<file path="config.mk">
export PLATFORM = sky130hd
export DESIGN_NAME = multi_flex_counter_flat
export DESIGN_NICKNAME = d
export VERILOG_FILES = /design/src/rtl/multi_flex_counter_if.sv /design/src/rtl/multi_flex_counter.sv /design/src/flat_wrapper.sv
export SDC_FILE = /design/constraint.sdc
export NUM_CORES = 1
export LEC_CHECK = 0
export ABC_CLOCK_PERIOD_IN_PS = 6500
export CORE_AREA = 3 3 60 62
export DETAILED_ROUTE_END_ITERATION = 8
export DIE_AREA = 0 0 63 65
export PLACE_DENSITY = 0.94
export SLEW_MARGIN = 10
export SYNTH_ARGS = -nofsm -noshare
export SYNTH_HDL_FRONTEND = slang
export SYNTH_SLANG_ARGS = --single-unit
export TNS_END_PERCENT = 30
</file>
<file path="constraint.sdc">
create_clock -name clk -period 6.5 [get_ports clk]
set_clock_uncertainty 0.15 [all_clocks]
set_input_delay 1.3 -clock clk [delete_from_list [all_inputs] [get_ports clk]]
set_output_delay 1.3 -clock clk [all_outputs]
set_load 0.05 [all_outputs]
</file>
<file path="src/rtl/multi_flex_counter_if.sv">
// multi_flex_counter_if: per-channel control and status bundle for multi_flex_counter.
// Channel k occupies bits [k*NUM_CNT_BITS +: NUM_CNT_BITS] of every packed value bus.
interface multi_flex_counter_if #(
    parameter int NUM_CNT_BITS = 4,
    parameter int NUM_CHANNELS = 2
);
    logic [NUM_CHANNELS-1:0]              clear;
    logic [NUM_CHANNELS-1:0]              load;
    logic [NUM_CHANNELS-1:0]              count_enable;
    logic [NUM_CHANNELS-1:0]              up_down;
    logic [NUM_CHANNELS*NUM_CNT_BITS-1:0] load_val;
    logic [NUM_CHANNELS*NUM_CNT_BITS-1:0] rollover_val;
    logic [NUM_CHANNELS*NUM_CNT_BITS-1:0] count_out;
    logic [NUM_CHANNELS-1:0]              rollover_flag;
    logic [NUM_CHANNELS-1:0]              wrap_pulse;

    modport master (
        output clear, load, count_enable, up_down, load_val, rollover_val,
        input  count_out, rollover_flag, wrap_pulse
    );

    modport slave (
        input  clear, load, count_enable, up_down, load_val, rollover_val,
        output count_out, rollover_flag, wrap_pulse
    );
endinterface

</file>
<file path="src/rtl/multi_flex_counter.sv">
// multi_flex_counter: NUM_CHANNELS up/down rollover counters; define MULTI_FLEX_COUNTER_CASCADE_EN to chain them.
// Latency: clear/load/count appear on count_out, rollover_flag and wrap_pulse one clk after sampling.
// Backpressure: none; inputs are sampled every cycle and outputs are always valid.
module multi_flex_counter #(
    parameter int NUM_CNT_BITS = 4,
    parameter int NUM_CHANNELS = 2
) (
    input  logic                 clk,
    input  logic                 rst,
    multi_flex_counter_if.slave  bus
);
    localparam int W = NUM_CNT_BITS;

    logic [W-1:0]            count_q [NUM_CHANNELS];
    logic [W-1:0]            count_d [NUM_CHANNELS];
    logic [NUM_CHANNELS-1:0] flag_q;
    logic [NUM_CHANNELS-1:0] flag_d;
    logic [NUM_CHANNELS-1:0] wrap_q;
    logic [NUM_CHANNELS-1:0] wrap_d;

    always_comb begin
`ifdef MULTI_FLEX_COUNTER_CASCADE_EN
        // Wrap of the lower channel ripples into the next channel's enable within the cycle.
        logic carry;
        carry = 1'b1;
`endif
        flag_d = '0;
        wrap_d = '0;
        for (int k = 0; k < NUM_CHANNELS; k++) begin
            logic [W-1:0] cur;
            logic [W-1:0] rv;
            logic [W-1:0] term;
            logic [W-1:0] nxt;
            logic         en;
            logic         wrap;

            cur  = count_q[k];
            rv   = bus.rollover_val[k*W +: W];
            term = bus.up_down[k] ? rv : W'(1);
            en   = bus.count_enable[k];
`ifdef MULTI_FLEX_COUNTER_CASCADE_EN
            en    = en & carry;
`endif
            wrap = en & (cur == term) & ~bus.clear[k] & ~bus.load[k];
`ifdef MULTI_FLEX_COUNTER_CASCADE_EN
            carry = wrap;
`endif
            if (bus.clear[k]) begin
                nxt = '0;
            end else if (bus.load[k]) begin
                nxt = bus.load_val[k*W +: W];
            end else if (en) begin
                // Up counts past a lowered rollover_val wrap naturally through 2^W-1 -> 0.
                if (bus.up_down[k]) begin
                    nxt = (cur == rv) ? W'(1) : cur + W'(1);
                end else begin
                    nxt = (cur <= W'(1)) ? rv : cur - W'(1);
                end
            end else begin
                nxt = cur;
            end

            count_d[k] = nxt;
            flag_d[k]  = (nxt == term);
            wrap_d[k]  = wrap;
        end
    end

    always_ff @(posedge clk or posedge rst) begin
        if (rst) begin
            for (int k = 0; k < NUM_CHANNELS; k++) begin
                count_q[k] <= '0;
            end
            flag_q <= '0;
            wrap_q <= '0;
        end else begin
            for (int k = 0; k < NUM_CHANNELS; k++) begin
                count_q[k] <= count_d[k];
            end
            flag_q <= flag_d;
            wrap_q <= wrap_d;
        end
    end

    for (genvar k = 0; k < NUM_CHANNELS; k++) begin : g_out
        assign bus.count_out[k*W +: W] = count_q[k];
    end
    assign bus.rollover_flag = flag_q;
    assign bus.wrap_pulse    = wrap_q;

endmodule

</file>
<file path="src/flat_wrapper.sv">
// flat-port wrapper written by rule: the top's interface ports become plain ports
module multi_flex_counter_flat 
#(
    parameter int NUM_CNT_BITS = 4,
    parameter int NUM_CHANNELS = 2
)
  (clk, rst, bus_clear, bus_load, bus_count_enable, bus_up_down, bus_load_val, bus_rollover_val, bus_count_out, bus_rollover_flag, bus_wrap_pulse);
  multi_flex_counter_if #(.NUM_CNT_BITS(NUM_CNT_BITS), .NUM_CHANNELS(NUM_CHANNELS)) bus_i ();
  input  logic clk;
  input  logic rst;
  input wire logic [$bits(bus_i.clear)-1:0] bus_clear;
  input wire logic [$bits(bus_i.load)-1:0] bus_load;
  input wire logic [$bits(bus_i.count_enable)-1:0] bus_count_enable;
  input wire logic [$bits(bus_i.up_down)-1:0] bus_up_down;
  input wire logic [$bits(bus_i.load_val)-1:0] bus_load_val;
  input wire logic [$bits(bus_i.rollover_val)-1:0] bus_rollover_val;
  output wire logic [$bits(bus_i.count_out)-1:0] bus_count_out;
  output wire logic [$bits(bus_i.rollover_flag)-1:0] bus_rollover_flag;
  output wire logic [$bits(bus_i.wrap_pulse)-1:0] bus_wrap_pulse;
  assign bus_i.clear = bus_clear;
  assign bus_i.load = bus_load;
  assign bus_i.count_enable = bus_count_enable;
  assign bus_i.up_down = bus_up_down;
  assign bus_i.load_val = bus_load_val;
  assign bus_i.rollover_val = bus_rollover_val;
  assign bus_count_out = bus_i.count_out;
  assign bus_rollover_flag = bus_i.rollover_flag;
  assign bus_wrap_pulse = bus_i.wrap_pulse;
  multi_flex_counter #(.NUM_CNT_BITS(NUM_CNT_BITS), .NUM_CHANNELS(NUM_CHANNELS)) u_core (.clk(clk), .rst(rst), .bus(bus_i));
endmodule
</file>
Word level (Yosys, flattened, before mapping)
Index checks and enable logic that the tools add are counted.
{"block": "totals", "regBits": 12, "in_bits": 26}
{"block": "classes", "add_sub_neg": 4, "magnitude_cmp": 2, "eq_ne": 6, "mux": 14, "bitwise_logic": 10}
{"cell": "$mux 4", "count": 14}
{"cell": "$eq 4x4->1", "count": 6}
{"cell": "$add 4x1->4 const B", "count": 2}
{"cell": "$le 4x1->1 const B", "count": 2}
{"cell": "$sub 4x1->4 const B", "count": 2}
{"cell": "$and 1x1->1", "count": 6}
{"cell": "$not 1->1", "count": 4}

Logic depth before layout (Yosys ltp)
{"block": "logic_depth", "depth_word": 7, "ltp_mapped": 9, "mapped_depth_nobuf": 8}

Least setup slack after synthesis
OpenSTA, ideal clock, no wires.
{"block": "synth_path", "path_kind": "input to register", "startpoint": "input port bus_up_down[0]", "endpoint": "register u_core.flag_q[0] (netlist: u_core.bus.rollover_flag[0])", "setup_time_ps": 101, "arrival_time_ps": 2646, "path_slack_ps": 3603, "stages": 6, "path_cell_list": "buf_2 nor3b_1 or3_1 nor4b_1 or4_1 nor4_1"}
{"block": "synth_via", "elab_chain_cells": 5, "word_cells_on_any_way": 6, "cone_classes": "eq/ne (1); mux (5)"}
{"item": "start: declaration", "line": "flat_wrapper.sv:14", "source": "input wire logic [$bits(bus_i.up_down)-1:0] bus_up_down;"}
{"item": "$mux 4", "line": "multi_flex_counter.sv:54", "source": "if (bus.up_down[k]) begin"}
{"item": "$mux 4", "line": "multi_flex_counter.sv:52", "source": "end else if (en) begin"}
{"item": "$mux 4", "line": "multi_flex_counter.sv:50", "source": "end else if (bus.load[k]) begin"}
{"item": "$mux 4", "line": "multi_flex_counter.sv:48", "source": "if (bus.clear[k]) begin"}
{"item": "$eq 4x4->1 *", "line": "multi_flex_counter.sv:64", "source": "flag_d[k] = (nxt == term);"}
{"item": "via u_core.flag_d[0]", "line": "multi_flex_counter.sv:17", "source": "logic [NUM_CHANNELS-1:0] flag_d;"}
{"item": "end signal: assignment", "line": "multi_flex_counter.sv:80", "source": "flag_q <= flag_d;"}
{"item": "end: declaration", "line": "multi_flex_counter.sv:16", "source": "logic [NUM_CHANNELS-1:0] flag_q;"}
The timed path passes the listed nets; every way through them passes the cells marked *.

Final worst setup path
{"block": "layout_path", "startpoint": "input port bus_rollover_val[5]", "endpoint": "register u_core.flag_q[1] (netlist: u_core.bus.rollover_flag[1])"}
{"block": "layout_via", "elab_chain_cells": 7, "word_cells_on_any_way": 9, "cone_classes": "eq/ne (2); mux (7)"}
{"item": "start: declaration", "line": "flat_wrapper.sv:16", "source": "input wire logic [$bits(bus_i.rollover_val)-1:0] bus_rollover_val;"}
{"item": "$eq 4x4->1", "line": "multi_flex_counter.sv:55", "source": "nxt = (cur == rv) ? W'(1) : cur + W'(1);"}
{"item": "$mux 4", "line": "multi_flex_counter.sv:55"}
{"item": "$mux 4", "line": "multi_flex_counter.sv:54"}
{"item": "$mux 4", "line": "multi_flex_counter.sv:52"}
{"item": "$mux 4", "line": "multi_flex_counter.sv:50"}
{"item": "$mux 4", "line": "multi_flex_counter.sv:48"}
{"item": "$eq 4x4->1 *", "line": "multi_flex_counter.sv:64"}
{"item": "via u_core.flag_d[1]", "line": "multi_flex_counter.sv:17"}
Marks and branches as above.

==> reports/qor.txt <==
IO Pins: 38
Area grow syn2layout: 23.4%
Launch point of the worst path: bus_rollover_val[5]
Syn avg cell area: 7.21 µm²
Syn. warnings: 0
Switching Fraction: 42.4%
WL met3: 402 µm
Crit path required time: 6.52 ns
Final hold vios: 0
Reg power frac: 30.7%
Sink Count: 12
Number of routed nets with antenna violations: 0
CP Max Fanout: 7
Initial Util: 54.3%
Compound-Gate Fraction of Synth Area: 32.9%
Slowest CP cell: nor3_1
Slew @ Worst Pin: 0.676 ns
Max VDD drop: 83.3 µV
Seq/Total Area, Yosys: 18.0%
Die H: 65 µm
Routed met2 length: 2.22 mm
Setup CP Type: in2reg
Cts hold-fix bufs: 0
Number of max-cap violations: 0
R2r startpoint: u_core.bus.count_out[1]$_DFF_PP0_
Iteration-0 DRC Markers: 165
Gate power share: 49.0%
Reg2reg end: u_core.bus.rollover_flag[0]$_DFF_PP0_
FMAX: 288 MHz
Crit end category: flop
Total Wirelength: 4.75 mm
CP Cell Sequence: clkdlybuf4s50_1 -> nand2b_1 -> o2111ai_1 -> nor3_1 -> or4_1 -> nand4_1 -> nor4b_1
Num CTS Buffers: 3
Fin Setup TNS: 0 ns
Worst reg-to-reg setup slack: 3.90 ns
Min Clock Period, post-route: 3.48 ns
PortBufs: 37
RSZ-0062 raised after global routing: no
Clk pwr share: 20.2%
Post-synth top area cell: dfrtp_1
Main combinational cell family by area after synthesis: simple AND/OR/NAND/NOR gates
Hold_ws: 0.639 ns
HPWL after DPL: 3.58 mm
Fin. max-slew vios: 0
First-pass iteration count of the detailed router: 4
Reg2Reg Depth: 8
Core area: 0.00308 mm²
Htree depth: 1
Net Switching: 0.130 mW
Final period util: 53.5%
Cell with the most instances after synthesis: nor2_1
Worst-skew pair later-pin latency: 0.29 ns
Hold WC Path Type: reg2reg
Cell variety after synth: 50
RD Place Congestion: 0.951
Multiplexer area fraction after synthesis: 0.599%
Synth Area in XOR/XNOR: 2.62%
EDFF count, synth: 0
Topmost layer with routed signal wires: met4
Row Count: 20
Post-synthesis async set-or-reset flop share: 100%
DIE AREA: 0.00410 mm²
CTS tree: yes
DR DRC count: 0
Via count: 1877
CP startpoint kind: primary input
CTS Buffer Depth: 2
Post-Syn Area: 0.00167 mm²
Fin nets: 292
Register bit total from synthesis: 12
Routed WL per cell: 15.7 µm
GRT Residual Overflow: 0
Average vias per placed instance: 6.19
Initial antenna violation count: 0
Post-synth top area share: 18.0%
Final Setup Violations: 0
Synth Area in Simple Gates: 33.5%
Post-CTS Setup Inserts: 0
First-pass GRT wire length: 7.94 mm
Syn Nets: 264
Slew HR: 54.6%
Met1 wire length: 2.10 mm
P_leak: 0.803 nW
Post-synthesis adder-cell area fraction: 4.49%
GRT Resource Usage Total: 24.2%
CP endpoint: u_core.bus.rollover_flag[1]$_DFF_PP0_
Die width: 63 µm
Synth area leaders: dfrtp_1, nor2_1, nand2b_1
Status: complete, no violations
Top post-synthesis cells by count: nor2_1, a21oi_1, nand2_1, inv_1, nand2b_1
Synth Flop Type: dfrtp_1
Vias in the first global route: 1656
Pwr Density: 149 mW/mm²
Critical path's largest stage delay: 0.66 ns
Largest net degree at the start of global routing: 18
Syn Inst Count: 232
Share of post-route cells with drive strength above 1: 5.02%
Clk root buf: clkbuf_4
Int Power: 0.177 mW
WP data arrival: 3.50 ns
Antenna diode count: 0
CTS clk-pin slew, worst paths: 0.07 ns
CTS resizes: 0
[layer usage]
metal / vias to the layer above / GRT usage, %
met3: 10 / 4.33
met4: 0 / 3.03
met2: 100 / 37.5
li1: 913 / -
met5: - / 0
met1: 854 / 35.7
[stage by stage]
step / cell area (µm²) / setup WS, ns / utilization [%] / cells / power [mW]
after floorplan: 1670 / 3.60 / - / 232 / 0.196
after global placement: 2030 / 2.90 / 65.8 / 299 / 0.241
after detailed placement: 2030 / 2.84 / 65.8 / 299 / 0.243
after CTS: 2060 / 3.13 / 67.0 / 303 / 0.305
after global routing: 2060 / 2.88 / 67.0 / 303 / 0.327
final: 2060 / 3.02 / 67.0 / 303 / 0.307
[layout make-up]
| class | count | area (µm²) |
|---|---|---|
| Multi-Input combinational cell | 190 | 1240 |
| Tap cell | 44 | 55.1 |
| Fill cell | 269 | 1020 |
| Sequential cell | 12 | 300 |
| Clock buffer | 4 | 36.3 |
| Timing Repair Buffer | 37 | 370 |
| Inverter | 16 | 62.6 |
[cell families after synthesis]
group	count (synthesis)
AND/OR/NAND/NOR	106
AO/OA/AOI/OAI	72
buffers and inverters	30
flip-flops	12
adder cells (fa/ha/maj)	6
XOR/XNOR	5
multiplexers	1
[placed cells by master, fill, tap and decap left out, drive strengths merged, types with 3 or more instances in the layout]
cell / n
a211oi: 5
a21oi: 17
a221oi: 3
a31oi: 5
clkbuf: 4
clkdlybuf4s50: 37
dfrtp: 12
ha: 6
inv: 16
nand2: 17
nand2b: 14
nand3: 4
nand4: 3
nor2: 24
nor2b: 8
nor3: 12
nor4: 5
o2111ai: 3
o211ai: 5
o21a: 3
o21ai: 7
o221ai: 5
o31a: 6
or3: 5
or4: 3
xnor2: 4
[worst min path at each step]
stage                                            startpoint                            endpoint  slack [ns]  depth (start not counted)
after CTS                 u_core.bus.count_out[4]$_DFF_PP0_  u_core.bus.wrap_pulse[1]$_DFF_PP0_        0.63                          2
final                     u_core.bus.count_out[4]$_DFF_PP0_  u_core.bus.wrap_pulse[1]$_DFF_PP0_        0.64                          2
after global routing      u_core.bus.count_out[4]$_DFF_PP0_   u_core.bus.count_out[4]$_DFF_PP0_        0.73                          2
after floorplan           u_core.bus.count_out[4]$_DFF_PP0_  u_core.bus.wrap_pulse[1]$_DFF_PP0_        0.77                          2
after global placement    u_core.bus.count_out[4]$_DFF_PP0_  u_core.bus.wrap_pulse[1]$_DFF_PP0_        0.63                          2
after detailed placement  u_core.bus.count_out[4]$_DFF_PP0_  u_core.bus.wrap_pulse[1]$_DFF_PP0_        0.63                          2
[power by group through the flow]
stage                     Combinational, mW  Sequential (mW)  Clock, mW
after floorplan                      0.0904            0.105          0
after global placement                0.146           0.0955          0
after detailed placement              0.148           0.0954          0
after CTS                             0.149           0.0938     0.0629
after global routing                  0.164           0.0959     0.0667
final                                 0.151           0.0944     0.0622
[registers in the layout, summed over array words and instances (netlist names)]
register,flops
u_core.bus.rollover_flag,2
u_core.bus.count_out,8
u_core.bus.wrap_pulse,2
[critical path: cells and delay by family]
kind,cells,cell delay [ns]
compound gates,1,0.27
buf+inv,1,0.53
simple gates,5,1.40
No activity file was read; power rests on OpenSTA's default activity.
